<file path="src/rtl/rf_mac_pkg.sv">
// Shared types and helpers for the register-file multiply-accumulate sequencer.
// Holds the FSM state encoding, default geometry and the index stepping rule.
package rf_mac_pkg;

    localparam int DEFAULT_M = 4;
    localparam int DEFAULT_N = 15;
    localparam int DEFAULT_W = 8;

    typedef enum logic [2:0] {
        IDLE,
        READ,
        CALC,
        WRITE,
        DONE
    } state_t;

    // Register indices step upward and wrap from the last register back to 0.
    function automatic int unsigned next_index(input int unsigned idx, input int unsigned n);
        return (idx + 32'd1 >= n) ? 32'd0 : idx + 32'd1;
    endfunction

endpackage

</file>
<file path="src/rtl/rf_mac_engine_mac_sat.sv">
// Combinational signed a*b+c with saturation to the W-bit range.
// The clip flag reports when the full-precision sum did not fit.
module mac_sat #(
    parameter int W = 8
) (
    input  logic signed [W-1:0] a,
    input  logic signed [W-1:0] b,
    input  logic signed [W-1:0] c,
    output logic signed [W-1:0] result,
    output logic                clip
);

    localparam logic signed [2*W:0] MAX_V = {{(W+2){1'b0}}, {(W-1){1'b1}}};
    localparam logic signed [2*W:0] MIN_V = {{(W+2){1'b1}}, {(W-1){1'b0}}};

    logic signed [2*W-1:0] prod;
    logic signed [2*W:0]   sum;

    // Full-precision product and sum are wide enough that no intermediate overflows.
    always_comb begin
        prod   = $signed({{W{a[W-1]}}, a}) * $signed({{W{b[W-1]}}, b});
        sum    = $signed({prod[2*W-1], prod}) + $signed({{(W+1){c[W-1]}}, c});
        result = sum[W-1:0];
        clip   = 1'b0;
        if (sum > MAX_V) begin
            result = MAX_V[W-1:0];
            clip   = 1'b1;
        end else if (sum < MIN_V) begin
            result = MIN_V[W-1:0];
            clip   = 1'b1;
        end
    end

endmodule

</file>
<file path="src/rtl/rf_mac_engine.sv">
// Sequencer that runs len saturating multiply-accumulates over the register file,
// stepping all four register indices after every operation.
module rf_mac_engine
    import rf_mac_pkg::*;
#(
    parameter int M = DEFAULT_M,
    parameter int N = DEFAULT_N,
    parameter int W = DEFAULT_W
) (
    input  logic                clk,
    input  logic                rst_n,
    input  logic                start,
    input  logic [M-1:0]        len,
    input  logic [M-1:0]        src_a,
    input  logic [M-1:0]        src_b,
    input  logic [M-1:0]        src_c,
    input  logic [M-1:0]        dst,
    output logic                busy,
    output logic                done,
    output logic                err,
    output logic                sat,
    output logic                rf_read_en,
    output logic [M-1:0]        rf_read_reg1,
    output logic [M-1:0]        rf_read_reg2,
    output logic [M-1:0]        rf_read_reg3,
    output logic                rf_write_en,
    output logic [M-1:0]        rf_write_reg,
    output logic signed [W-1:0] rf_write_data,
    input  logic signed [W-1:0] rf_read_data1,
    input  logic signed [W-1:0] rf_read_data2,
    input  logic signed [W-1:0] rf_read_data3
);

    localparam logic [M:0] N_VAL = (M+1)'(N);

    state_t state;

    logic [M-1:0] work_a, work_b, work_c, work_d;
    logic [M-1:0] remaining;
    logic [M-1:0] next_a, next_b, next_c, next_d;
    logic         bad_cmd;

    logic signed [W-1:0] mac_result;
    logic                mac_clip;

    mac_sat #(.W(W)) u_mac_sat (
        .a      (rf_read_data1),
        .b      (rf_read_data2),
        .c      (rf_read_data3),
        .result (mac_result),
        .clip   (mac_clip)
    );

    assign next_a = M'(next_index(32'(work_a), 32'(N)));
    assign next_b = M'(next_index(32'(work_b), 32'(N)));
    assign next_c = M'(next_index(32'(work_c), 32'(N)));
    assign next_d = M'(next_index(32'(work_d), 32'(N)));

    assign bad_cmd = ({1'b0, src_a} >= N_VAL) || ({1'b0, src_b} >= N_VAL) ||
                     ({1'b0, src_c} >= N_VAL) || ({1'b0, dst} >= N_VAL) ||
                     ({1'b0, len} > N_VAL);

    // All outputs are registered; enables, addresses and data default to zero
    // each cycle so they only carry values in the state that owns them.
    always_ff @(posedge clk) begin
        if (!rst_n) begin
            state         <= IDLE;
            busy          <= 1'b0;
            done          <= 1'b0;
            err           <= 1'b0;
            sat           <= 1'b0;
            rf_read_en    <= 1'b0;
            rf_read_reg1  <= '0;
            rf_read_reg2  <= '0;
            rf_read_reg3  <= '0;
            rf_write_en   <= 1'b0;
            rf_write_reg  <= '0;
            rf_write_data <= '0;
            work_a        <= '0;
            work_b        <= '0;
            work_c        <= '0;
            work_d        <= '0;
            remaining     <= '0;
        end else begin
            done          <= 1'b0;
            err           <= 1'b0;
            rf_read_en    <= 1'b0;
            rf_read_reg1  <= '0;
            rf_read_reg2  <= '0;
            rf_read_reg3  <= '0;
            rf_write_en   <= 1'b0;
            rf_write_reg  <= '0;
            rf_write_data <= '0;
            case (state)
                IDLE: begin
                    if (start) begin
                        if (bad_cmd) begin
                            state <= DONE;
                            done  <= 1'b1;
                            err   <= 1'b1;
                        end else if (len == '0) begin
                            state <= DONE;
                            done  <= 1'b1;
                        end else begin
                            work_a       <= src_a;
                            work_b       <= src_b;
                            work_c       <= src_c;
                            work_d       <= dst;
                            remaining    <= len;
                            sat          <= 1'b0;
                            busy         <= 1'b1;
                            state        <= READ;
                            rf_read_en   <= 1'b1;
                            rf_read_reg1 <= src_a;
                            rf_read_reg2 <= src_b;
                            rf_read_reg3 <= src_c;
                        end
                    end
                end
                READ: begin
                    state <= CALC;
                end
                CALC: begin
                    state         <= WRITE;
                    rf_write_en   <= 1'b1;
                    rf_write_reg  <= work_d;
                    rf_write_data <= mac_result;
                    if (mac_clip) begin
                        sat <= 1'b1;
                    end
                end
                WRITE: begin
                    remaining <= remaining - M'(1);
                    work_a    <= next_a;
                    work_b    <= next_b;
                    work_c    <= next_c;
                    work_d    <= next_d;
                    if (remaining == M'(1)) begin
                        state <= DONE;
                        done  <= 1'b1;
                    end else begin
                        state        <= READ;
                        rf_read_en   <= 1'b1;
                        rf_read_reg1 <= next_a;
                        rf_read_reg2 <= next_b;
                        rf_read_reg3 <= next_c;
                    end
                end
                DONE: begin
                    state <= IDLE;
                    busy  <= 1'b0;
                end
                default: begin
                    state <= IDLE;
                    busy  <= 1'b0;
                end
            endcase
        end
    end

endmodule
</file>
<file path="config.mk">
export PLATFORM = sky130hd
export DESIGN_NAME = rf_mac_engine
export DESIGN_NICKNAME = d
export VERILOG_FILES = /design/src/rtl/rf_mac_pkg.sv /design/src/rtl/rf_mac_engine_mac_sat.sv /design/src/rtl/rf_mac_engine.sv
export SDC_FILE = /design/constraint.sdc
export NUM_CORES = 1
export LEC_CHECK = 0
export BUFFER_PORTS_ARGS = -buffer_cell sky130_fd_sc_hd__buf_2
export CORE_AREA = 2 2 101 103
export CTS_BUF_LIST = sky130_fd_sc_hd__clkbuf_8
export DETAILED_ROUTE_END_ITERATION = 8
export DIE_AREA = 0 0 103 105
export GPL_TIMING_DRIVEN = 0
export HOLD_SLACK_MARGIN = 0.08
export PLACE_DENSITY = 0.81
export SKIP_LAST_GASP = 1
export SLEW_MARGIN = 20
export SYNTH_ARGS = -nofsm -noshare
export SYNTH_HDL_FRONTEND = slang
export SYNTH_HIERARCHICAL = 1
export SYNTH_SLANG_ARGS = --single-unit
</file>
<file path="constraint.sdc">
create_clock -name clk -period 15.8 [get_ports clk]
set_clock_uncertainty 0.2 [all_clocks]
set_input_delay 2.37 -clock clk [delete_from_list [all_inputs] [get_ports clk]]
set_output_delay 2.37 -clock clk [all_outputs]
set_load 0.005 [all_outputs]
</file>
Word-level counts from Yosys, hierarchy flattened

Cells that the tools add are included.

Input port bits: 47
Bits in registers: 53
Output and inout bits: 30
Word-level logic and storage cells: 129

Add/sub/neg operators: 6
Equal/unequal tests: 8
Multiplexer cells: 69
Reductions and logical operators: 14
Order comparisons: 10
Bitwise operators: 3
$mul: 1

Operator list:

| cell                | number |
|---|---|
| $mux 4              | 31 |
| $pmux 4 s2          | 8 |
| $add 4x1->5 const B | 4 |
| $ge 5x4->1 const B  | 4 |
| $mux 1              | 19 |
| $add 16x8->17       | 1 |
| $gt 17x8->1 const B | 1 |
| $lt 17x8->1 const B | 1 |
| $ge 4x4->1 const B  | 4 |
| $mul 8x8->16        | 1 |
| $mux 3              | 4 |
| $pmux 3 s4          | 1 |
| $mux 8              | 1 |
| $ne 2x2->1 const B  | 4 |
| $pmux 1 s2          | 4 |
| $reduce_and 4->1    | 2 |
| $mux 7              | 1 |
| $eq 3x2->1 const B  | 2 |
| $reduce_or 3->1     | 2 |
| $reduce_and 5->1    | 1 |
| $eq 4x1->1 const B  | 1 |
| $logic_not 4->1     | 1 |
| $reduce_bool 2->1   | 2 |
| $sub 4x1->4 const B | 1 |
| other kinds (6)     | 10 |

Longest topological paths before layout

Gate-level depths: netlist of the first run.

Depth after elaboration: 7
Depth in mapped cells: 24
Mapped depth without buffers: 23

By module

Netlist of the first run, hierarchy kept.

Modules (own cells, without submodules):

| module        | area an instance (um^2) | cells each | times used | sequential area each (um^2) |
|---|---|---|---|---|
| mac_sat       | 2947.8                  | 320        | 1          | 0.0 |
| rf_mac_engine | 2737.6                  | 327        | 1          | 1061.0 |

Worst setup path after synthesis of the first run

No wires, ideal clock.

Path type: input-to-reg
From: input port rf_read_data2[1]
To: register sat
Arrival time: 7406 ps
Required time: 15472 ps
Slack: 8066 ps
Setup time: 128 ps
Buffers on the path: 1
Stages: 20
Cells stage by stage: clkbuf_1 -> and2_1 -> fa_1 -> inv_1 -> fa_1 -> inv_1 -> fa_1 -> fa_1 -> ha_1 -> ha_1 -> a21o_1 -> o21bai_2 -> o31ai_1 -> xnor2_1 -> nand4_1 -> or4_4 -> mux2_4 -> nor4bb_1 -> a21oi_1 -> nor2_1

Word-level cells in the longest chain between the ends: 7
Elaborated cells between the ends (all ways): 8
Classes of those cells: 1 x add/sub; 1 x mul; 2 x order compare; 1 x eq/ne; 2 x mux; 1 x reduce/logical

Ends and longest elaborated chain:

| what                                  | line                        | RTL |
|---|---|---|
| from (decl)                           | rf_mac_engine.sv:30         | `input logic signed [W-1:0] rf_read_data2,` |
| $mul 8x8->16 (*)                      | rf_mac_engine_mac_sat.sv:21 | `prod = $signed({{W{a[W-1]}}, a}) * $signed({{W{b[W-1]}}, b});` |
| $add 16x8->17 (*)                     | rf_mac_engine_mac_sat.sv:22 | `sum = $signed({prod[2*W-1], prod}) + $signed({{(W+1){c[W-1]}}, c});` |
| $lt 17x8->1                           | rf_mac_engine_mac_sat.sv:28 | `end else if (sum < MIN_V) begin` |
| $mux 1                                | rf_mac_engine_mac_sat.sv:28 |  |
| $mux 1 (*)                            | rf_mac_engine_mac_sat.sv:25 | `if (sum > MAX_V) begin` |
| net mac_clip                          | rf_mac_engine.sv:44         | `logic mac_clip;` |
| $ne 2x2->1 (no source line) (*)       | n/a                         |  |
| $reduce_and 5->1 (no source line) (*) | n/a                         |  |
| to (signal assigned)                  | rf_mac_engine.sv:71         | `sat <= 1'b0;` |
| to (signal assigned)                  | rf_mac_engine.sv:110        | `sat <= 1'b0;` |
| to (signal assigned)                  | rf_mac_engine.sv:129        | `sat <= 1'b1;` |
| to (decl)                             | rf_mac_engine.sv:21         | `output logic sat,` |

The timed path passes the listed nets; every way through them passes the cells marked *.
A chain may end at the register's enable or synchronous reset.

Final worst setup path of the first run

Ends and elaborated chain as after synthesis.

==> results of run 1 <==
-- power by group --
| group | switching [mW] | internal [mW] |
|---|---|---|
| clock network | 0.0426 | 0.0297 |
| registers | 0.0116 | 0.150 |
| logic | 0.489 | 0.374 |
-- final cells by class --
| class | count | area, µm² | area share [%] |
|---|---|---|---|
| plain buffers | 22 | 105 | 1.67 |
| flip-flops and latches | 53 | 1060 | 16.8 |
| inverters | 88 | 330 | 5.24 |
| clock buffers | 5 | 68.8 | 1.09 |
| repair buffers | 74 | 370 | 5.88 |
| well taps | 133 | 166 | 2.64 |
| multi-input cells | 484 | 4190 | 66.5 |
| clock inverters | 3 | 11.3 | 0.179 |
-- per-layer routing --
metal,GRT usage (%),routed length (µm),up-vias
met5,0,0,-
met4,5.26,201,0
met3,3.81,881,28
met2,44.7,6870,207
met1,37.6,5850,2447
li1,-,-,2336
-- worst paths after layout --
| kind | from | endpoint |
|---|---|---|
| max | rf_read_data2[1] | sat$_SDFFE_PN0P_ |
| min | busy$_SDFFE_PN0P_ | busy$_SDFFE_PN0P_ |
| max reg2reg | state[1]$_SDFFE_PN0N_ | work_d[0]$_SDFFE_PN0P_ |
| min reg2reg | busy$_SDFFE_PN0P_ | busy$_SDFFE_PN0P_ |
-- worst min-delay path, delay by kind of cell, from the launching register on --
family,cells,cell delay (ns)
AOI/OAI and AO/OA,1,0.04
DFF,1,0.34
and+or+nand+nor,1,0.07
-- cells by family after synthesis --
logic type / count (synthesis)
flops: 53
fa+ha+maj: 116
mux: 2
buf+inv: 110
simple gates: 209
compound gates: 137
xor+xnor: 20
-- cell usage after synthesis, types with 6 or more instances --
library cell   n
a22oi_1        9
a21o_1         9
nand2b_1       8
a31oi_1       12
nand2_1       60
nor2_1        33
a211oi_1       7
clkbuf_1      15
a21oi_1       35
xnor2_1       13
nor3_1        10
nand3_1       19
xor2_1         6
o21ai_0       22
fa_1          66
ha_1          48
inv_1         87
nand4_1        6
and2_1        43
dfxtp_1       53
==> results.md, run 1 <==
* First-pass GRT wire length at 23,900 µm
* Minimum clock period at 7.99 ns
* GRT overflow at 0
* Worst slack, placed at 7.50 ns
* Largest net degree at the start of global routing at 15
* Post-synthesis simple-gate area fraction at ~19%
* Cell Chain, Critical Path: clkbuf_1 > nand2_1 > fa_1 > inv_1 > fa_1 > ha_1 > fa_1 > ha_1 > ha_1 > inv_1 > fa_1 > and2b_1 > o2111ai_2 > a211o_1 > a221oi_2 > nand4_1 > or4_4 > mux2_4 > nor4bb_1 > a21oi_1 > nor2_1
* Worst path arrival time at 7.97 ns
* Hold Buf Count CTS at 0
* Final estimated routing congestion in global placement at 0.916
* Die Y at 105 µm
* CP startpoint kind: input port
* Die X at between 100 and 150 µm
* Filler Cell Count at 835
* Ys async rst share at 0%
* Num CTS Buffers at 5
* Critical path required time at 15.78 ns
* DP Area at between 0.006 and 0.007 mm²
* Final worst setup slack at 7.81 ns
* Hold crit path type: reg -> reg
* Top cell by count, worst path: fa_1
* Layout cells sized above 1 at between 10% and 20%
* Biggest register: rf_write_data
* Top Ports at 77
* Post-route ant nets at 0
* Final hold vios at 0
* Postcts setup bufs at 0
* Critical path class: in -> reg
* CP endpoint kind: flip-flop
* Synth Area in XOR/XNOR at 3.21%
* Cells after DPL at 854
* Crit-path slowest cell: fa_1
* N_diodes at 0
* Final setup TNS at 0 ns
* Library cells used by synthesis at between 70 and 80
* CP top delay family: adder cells
* RSZ-0062 raised after global routing: no
* WL per Instance at around 16 µm
* Buffers on Ports at 74
* Synth-to-Final Area Change at 10.8%
* Nets at 889
* Leakage at 3.03 nW
* Post-Layout Cell Count at ~860
* Compound-cell area share of the yosys netlist at 16.5%
* DRC at 0
* Initial antenna violation count at 0
* CTS tree: yes
* Clk Tree Root Cell: clkbuf_8
* Clock-pin slew on the worst setup and hold paths at 0.09 ns
* CTS H-Tree Depth at 2
* Core area at 0.00964 mm²
* Setup slack, reg-to-reg at around 13 ns
* Design area at 0.00630 mm²
* Mapped Area at 0.00569 mm²
* Top FF cell, synth: dfxtp_1
* Final Core Density at 65.4%
* Post-synthesis mux area share at 0.440%
* Most frequent cells in the layout: inv_1 (90), buf_2 (77), fa_1 (66)
* EDFF count, synth at 0
* Clk sinks at 53
* Overall Global Routing Usage at a little over a quarter
* Initial drt markers at 356
* #FFs+latches synth at 53
* Adder-cell area share of the yosys netlist at 34.2%
* Main combinational cell family by area after synthesis: adder cells
* Area share of the largest cell type after synthesis at a little under a quarter
* Tightest Pin Transition at 0.805 ns
* Post-synth top area cell: fa_1
* Fin crit share at 50.6%
* Mean Syn Cell Area at 8.79 µm²
* Hold path cells at 2
* Vias at approximately 5,000
* Max-slew headroom at approximately 46%
* DRT Wirelength at ~14,000 µm
* Post_cts resized at 0
* Maximum buffer depth of the clock tree at 2
* Rows at 36
* Critical path depth in cells at 21
* Status: completed
* Fin. max-slew vios at 0
* Peak supply drop at 270 µV
* Hold Slack at between 0.2 and 0.3 ns
* DPL Wire Length at between 10,000 and 15,000 µm
* Bufs and invs on worst path at 3
* Slowest cell delay on critical path at 0.55 ns
* Seq/Total Area, Yosys at 18.7%
* Yosys Warn Count at 6
* Crit path max fanout at 8
* Maxcap violations at 0
* Gate Count Post-Synth at 647
* Commonest non-fill, non-tap cell in the layout: inv_1
* Vias per std cell at ~5.8
* Number of global-route vias before repair at 5,117
* Clk_lat worst skew at around 0.30 ns
* Fmax at 125 MHz
* Synth Net Count at 808
* Final Setup Violations at 0
* Initial Utilization at between 50 and 60%
* Synth top area cells: fa_1 (23%), dfxtp_1 (19%), ha_1 (11%)
* DIE AREA at 0.0108 mm²
* DR pass1 iterations at 5
* Total power at 1.10 mW
* R2R cell count at 6
* Max reg flops at 8
* Power Density at 174 mW/mm²
Power figures use the tool's default switching activity.
==> inputs of run 2 (changes only) <==
--- a/config.mk
+++ b/config.mk
@@ -6,13 +6,13 @@
 export NUM_CORES = 1
 export LEC_CHECK = 0
 export BUFFER_PORTS_ARGS = -buffer_cell sky130_fd_sc_hd__buf_2
-export CORE_AREA = 2 2 101 103
+export CORE_AREA = 2 2 105 107
 export CTS_BUF_LIST = sky130_fd_sc_hd__clkbuf_8
 export DETAILED_ROUTE_END_ITERATION = 8
-export DIE_AREA = 0 0 103 105
+export DIE_AREA = 0 0 107 109
 export GPL_TIMING_DRIVEN = 0
 export HOLD_SLACK_MARGIN = 0.08
-export PLACE_DENSITY = 0.81
+export PLACE_DENSITY = 0.79
 export SKIP_LAST_GASP = 1
 export SLEW_MARGIN = 20
 export SYNTH_ARGS = -nofsm -noshare
==> constraint.sdc (replaced) <==
create_clock -name clk -period 6.5 [get_ports clk]
set_clock_uncertainty 0.2 [all_clocks]
set_input_delay 0.975 -clock clk [delete_from_list [all_inputs] [get_ports clk]]
set_output_delay 0.975 -clock clk [all_outputs]
set_load 0.005 [all_outputs]
==> results.md, run 2 (same netlist as run 1, synthesis figures left out) <==
* Critical path depth in cells at 21
* Final Core Density at 60.2%
* Biggest register: rf_write_data
* Most frequent cells in the layout: inv_1 (87), buf_2 (77), fa_1 (65)
* Post-Layout Cell Count at 871
* Max-slew headroom at 48.1%
* Crit-path slowest cell: fa_1
* Fin crit share at 97.0%
* Largest net degree at the start of global routing at 16
* DRC at 0
* GR peak layer: met2
* Clk_lat worst skew at 0.31 ns
* Number of global-route vias before repair at roughly 4,700
* Overall Global Routing Usage at ~23%
* M1 GR Usage at between 20% and 30%
* Vias at 4,906
* Critical path required time at 6.49 ns
* DRT Wirelength at 13,200 µm
* R2R cell count at 7
* Setup slack, reg-to-reg at 4.11 ns
* RSZ-0062 raised after global routing: no
* Design area at 0.00639 mm²
* Post-route ant nets at 0
* DR pass1 iterations at 5
* Worst R2R Start: work_c[0]$_SDFFE_PN0P_
* Commonest non-fill, non-tap cell in the layout: inv_1
* Rows at 38
* Peak supply drop at 442 µV
* Worst path arrival time at 6.29 ns
* DIE AREA at 0.0117 mm²
* WL per Instance at 15.1 µm
* Fin. max-slew vios at 0
* Hold endpoint: busy$_SDFFE_PN0P_
* End of the worst register-to-register path: work_c[1]$_SDFFE_PN0P_
* Hold Slack at just under 0.3 ns
* Die X at 107 µm
* Die Y at 109 µm
* Num CTS Buffers at 5
* Initial drt markers at 317
* Cells after DPL at 861
* Nets at 891
* Max reg flops at 8
* Buffers on Ports at 74
* Synth-to-Final Area Change at 12.3%
* Fmax at between 150 and 200 MHz
* Hold Buf Count CTS at 0
* Leakage at 3.03 nW
* First-pass GRT wire length at between 20,000 and 25,000 µm
* Vias per std cell at 5.63
* Cell Chain, Critical Path: buf_2 > nand2_1 > inv_1 > fa_1 > inv_2 > fa_1 > inv_1 > fa_1 > fa_1 > ha_1 > ha_1 > a21oi_2 > o21ai_0 > and2_1 > a221oi_2 > nand4_1 > or4_4 > mux2_4 > nor4bb_1 > a21oi_1 > nor2_1
* Final Setup Violations at 0
* Clk Tree Root Cell: clkbuf_8
* Final hold vios at 0
* Maximum buffer depth of the clock tree at 2
* Crit path max fanout at 8
* Initial antenna violation count at 0
* Hold crit path type: reg -> reg
* N_diodes at 0
* Met2 Use GR at 39.6%
* Layout cells sized above 1 at 15.9%
* Clock-pin slew on the worst setup and hold paths at 0.09 ns
* Power Density at 449 mW/mm²
* CP endpoint kind: flip-flop
* Core area at 0.0106 mm²
* Top cell by count, worst path: fa_1
* Final estimated routing congestion in global placement at approximately 0.94
* GRT overflow at 0
* DP Area at slightly above 0.006 mm²
* Critical path class: in -> reg
* Clk sinks at 53
* CTS H-Tree Depth at 2
* Met3 Usage GRT at 2.87%
* Maxcap violations at 0
* Tightest Pin Transition at 0.779 ns
* Hold path cells at 2
* CP startpoint kind: input port
* Top Ports at 77
* DPL Wire Length at 10,300 µm
* CTS tree: yes
* Minimum clock period at roughly 6.3 ns
* Initial Utilization at 53.6%
* Status: completed
* CP top delay family: adder cells
* Slowest cell delay on critical path at 0.57 ns
* Hold path start: busy$_SDFFE_PN0P_
* Bufs and invs on worst path at 4
[run 2: worst max path at each step]
stage / end / from
floorplan: sat$_SDFFE_PN0P_ / rf_read_data2[1]
global placement: sat$_SDFFE_PN0P_ / rf_read_data2[1]
detailed placement: sat$_SDFFE_PN0P_ / rf_read_data2[1]
CTS: sat$_SDFFE_PN0P_ / rf_read_data2[1]
global route: sat$_SDFFE_PN0P_ / rf_read_data2[2]
finish: sat$_SDFFE_PN0P_ / rf_read_data2[2]
[run 2: power by group]
part           internal (mW)  total (mW)  switching (mW)
Clock                 0.0733       0.180           0.107
Sequential             0.364       0.390          0.0263
Combinational           1.02        2.29            1.27
[run 2: area by class of cell]
class                   count  area, µm²
repair buffers             76        385
inverters                  88        334
multi-input cells         484       4240
well taps                 140        175
clock buffers               5       68.8
clock inverters             3       15.0
plain buffers              22        106
fillers                   914       4220
flip-flops and latches     53       1060
[run 2: routing by layer]
metal | vias up | part of all wire (%)
li1 | 2344 | -
met1 | 2402 | 44
met2 | 142 | 50
met3 | 18 | 4.8
met4 | 0 | 1.4
met5 | - | 0
[run 2: worst min-delay path, delay by kind of cell, from the launching register on]
family,cells,cell delay [ns]
AOI/OAI and AO/OA,1,0.04
and+or+nand+nor,1,0.08
DFF,1,0.34
[run 2: what timing repair did]
item / 4_1_cts / 5_1_grt
resized for setup: 1 / 13
pin swaps: 0 / 6
buffers inserted: 0 / 2
cloned: 0 / 0
endpoints found under the setup margin: 1 / 8
[run 2: per-stage QoR]
step                      TNS (ns)  total power, mW  setup WS, ns
after floorplan                  0             2.04         0.161
after global placement      -0.414             2.40        -0.204
after detailed placement     -1.39             2.47        -0.320
after CTS                        0             2.67        0.0202
after global routing             0             3.15        0.0178
final                            0             2.87         0.197
==> inputs of run 3 (changes only) <==
--- a/config.mk
+++ b/config.mk
@@ -6,16 +6,15 @@
 export NUM_CORES = 1
 export LEC_CHECK = 0
 export BUFFER_PORTS_ARGS = -buffer_cell sky130_fd_sc_hd__buf_2
-export CORE_AREA = 2 2 105 107
+export CORE_AREA = 2 2 115 89
 export CTS_BUF_LIST = sky130_fd_sc_hd__clkbuf_8
 export DETAILED_ROUTE_END_ITERATION = 8
-export DIE_AREA = 0 0 107 109
+export DIE_AREA = 0 0 117 91
 export GPL_TIMING_DRIVEN = 0
 export HOLD_SLACK_MARGIN = 0.08
-export PLACE_DENSITY = 0.79
+export PLACE_DENSITY = 0.81
 export SKIP_LAST_GASP = 1
 export SLEW_MARGIN = 20
 export SYNTH_ARGS = -nofsm -noshare
 export SYNTH_HDL_FRONTEND = slang
-export SYNTH_HIERARCHICAL = 1
 export SYNTH_SLANG_ARGS = --single-unit
==> constraint.sdc (replaced) <==
create_clock -name clk -period 7.6 [get_ports clk]
set_clock_uncertainty 0.2 [all_clocks]
set_input_delay 1.14 -clock clk [delete_from_list [all_inputs] [get_ports clk]]
set_output_delay 1.14 -clock clk [all_outputs]
set_load 0.005 [all_outputs]
==> results.md, run 3 <==
* Worst path arrival time at 6.67 ns
* Peak supply drop at 288 µV
* CP top delay family: adder cells
* Die Y at 91 µm
* Setup slack, reg-to-reg at 4.78 ns
* Internal power at 1.25 mW
* Most common cell in the netlist: inv_1
* Fmax at 150 MHz
* EDFF count, synth at 0
* Top cell by count, worst path: fa_1
* Final Setup Violations at 0
* Area share of the largest cell type after synthesis at 23.8%
* Vias per std cell at 5.54
* NetSw at between 1 and 1.5 mW
* Clk_lat worst skew at 0.32 ns
* Top Ports at 77
* Initial drt markers at about 290
* Hold path start: remaining[0]$_SDFFE_PN0P_
* CP endpoint kind: flip-flop
* Largest net degree at the start of global routing at 16
* Filler Cell Count at 823
* Final hold vios at 0
* Power Density at 411 mW/mm²
* Bufs and invs on worst path at 4
* Total power at 2.55 mW
* Final setup TNS at 0 ns
* CTS H-Tree Depth at 2
* DR pass1 iterations at 5
* Minimum clock period at 6.66 ns
* Commonest non-fill, non-tap cell in the layout: inv_1
* Status: completed
* WL per Instance at around 15 µm
* Mean Syn Cell Area at 8.82 µm²
* Post-route ant nets at 0
* Synth top area cells: fa_1 (24%), dfxtp_1 (19%), ha_1 (11%)
* Area of the multi-input gates at 0.00409 mm²
* R2R cell count at 7
* Worst R2R Start: state[0]$_SDFFE_PN0N_
* Biggest register: rf_write_data
* GRT overflow at 0
* Clk Tree Root Cell: clkbuf_8
* Core area at 0.00950 mm²
* Critical path depth in cells at 18
* Clk sinks at between 50 and 60
* Crit-path slowest cell: fa_1
* Num CTS Buffers at 5
* Final estimated routing congestion in global placement at about 0.9
* Hold Buf Count CTS at 0
* Clock power frac at approximately 7.0%
* Max-slew headroom at 47.5%
* Synth-to-Final Area Change at 11.5%
* Fin crit share at 87.6%
* Number of global-route vias before repair at 4,626
* Vias at 4,679
* CP startpoint kind: input port
* DRT Wirelength at 12,400 µm
* Crit path max fanout at 9
* Critical path required time at roughly 7.6 ns
* N_diodes at 0
* Critical path class: in -> reg
* First-pass GRT wire length at roughly 21,000 µm
* DPL Wire Length at 10,300 µm
* Post_cts resized at 0
* Tightest Pin Transition at 0.782 ns
* Post-synth top area cell: fa_1
* End of the worst register-to-register path: remaining[2]$_SDFFE_PN0P_
* Initial antenna violation count at 0
* FF/Latch Area at 0.00106 mm²
* Nets at 872
* Post-Layout Cell Count at 844
* Initial Utilization at 58.5%
* Gate Count Post-Synth at 630
* Hold crit path type: reg -> reg
* Hold path cells at 1
* RSZ-0062 raised after global routing: no
* CTS tree: yes
* Rows at 31
* Maxcap violations at 0
* Clock-pin slew on the worst setup and hold paths at 0.10 ns
* Synth Net Count at 791
* #FFs+latches synth at 53
* Most frequent cells in the layout: inv_1 (91), buf_2 (78), fa_1 (66)
* Comb pwr share at just under 80%
* Layout cells sized above 1 at 14.5%
* Postcts setup bufs at 0
* DRC at 0
* Cell Chain, Critical Path: clkbuf_1 > and2_1 > fa_1 > inv_1 > fa_1 > fa_1 > inv_1 > fa_1 > ha_1 > ha_1 > clkbuf_1 > nand4_1 > nor2_1 > o21ai_0 > o211a_1 > or4_4 > o31a_1 > o21a_1
* Hold endpoint: remaining[0]$_SDFFE_PN0P_
* Maximum buffer depth of the clock tree at 2
* Library cells used by synthesis at 61
* Mapped Area at between 0.005 and 0.006 mm²
* Yosys Warn Count at 0
* Fin. max-slew vios at 0
* Flop pwr share at ~14%
* Buffers on Ports at 74
* Slowest cell delay on critical path at 0.59 ns
* Die X at 117 µm
* Max reg flops at 8
* Synth cell count leaders: inv_1 (91), fa_1 (66), nand2_1 (62), dfxtp_1 (53), ha_1 (48)
* Leakage at roughly 3 nW
* Seq/Total Area, Yosys at 19.1%
* Top FF cell, synth: dfxtp_1
* DIE AREA at 0.0106 mm²
* Switching share of power at 50.8%
* Ys async rst share at 0%
* Overall Global Routing Usage at 24.3%
* Cells after DPL at 836
[run 3: changes by cell type after synthesis, sizes merged, moves of 6 or more]
cell,previous run,this run
o21ai,22,38
a21oi,35,20
nor2b,2,16
nand3,19,8
o21a,2,10
a21o,9,2
a22oi,9,2
o211a,3,10
clkbuf,15,9
[run 3: worst max-delay path by stage]
stage	startpoint	slack, ns	end
3_5_place_dp	rf_read_data2[1]	0.65	rf_write_data[5]$_SDFF_PN0_
4_1_cts	rf_read_data2[1]	0.97	rf_write_data[5]$_SDFF_PN0_
3_3_place_gp	rf_read_data2[1]	0.77	rf_write_data[5]$_SDFF_PN0_
2_1_floorplan	rf_read_data2[1]	1.13	rf_write_data[0]$_SDFF_PN0_
6_report	rf_read_data2[1]	0.94	rf_write_data[5]$_SDFF_PN0_
5_1_grt	rf_read_data2[1]	0.61	rf_write_data[5]$_SDFF_PN0_
[run 3: per-stage QoR]
stage                     hold WS, ns  instance area, µm²  util (%)  setup WS, ns
after global routing            0.332                6190      65.2         0.611
after CTS                       0.298                6190      65.2         0.965
after floorplan                 0.251                5560         -          1.13
after global placement          0.269                6090      64.1         0.771
final                           0.305                6190      65.2         0.944
after detailed placement        0.283                6090      64.1         0.651
[run 3: power groups by stage]
stage          clock, mW  combinational (mW)  sequential (mW)
2_1_floorplan          0                1.56            0.350
6_report           0.178                2.02            0.347
3_3_place_gp           0                1.91            0.350
5_1_grt            0.190                2.28            0.352
4_1_cts            0.180                2.01            0.346
3_5_place_dp           0                1.99            0.353
[run 3: routing by layer]
metal / GRT usage [%] / part of all wire (%) / vias to the layer above
li1: - / - / 2246
met1: 35.8 / 46 / 2296
met2: 38.2 / 47 / 124
met4: 4.41 / 0.82 / 0
met5: 0 / 0 / -
met3: 4.07 / 6.8 / 13
[run 3: kinds of logic (layout without fill, tap and decap cells)]
logic type / after synthesis / after routing / synth area share, %
adders and majority gates: 115 / 115 / 34.8
and+or+nand+nor: 206 / 206 / 19.7
muxes: 3 / 3 / 0.585
xor gates and xnor gates: 20 / 20 / 3.15
buffers and inverters: 106 / 188 / 7.25
AOI/OAI and AO/OA: 127 / 127 / 15.5
DFF: 53 / 53 / 19.1
[run 3: cell type report]
cell class                 count  share of cell area (%)
clock buffer                   7                    1.56
tap                          132                    2.67
buffer                        14                   0.929
sequential                    53                    17.1
timing repair buffer          74                    5.98
multi-input combinational    471                    66.1
inverter                      92                    5.57
clock inverter                 1                  0.0808
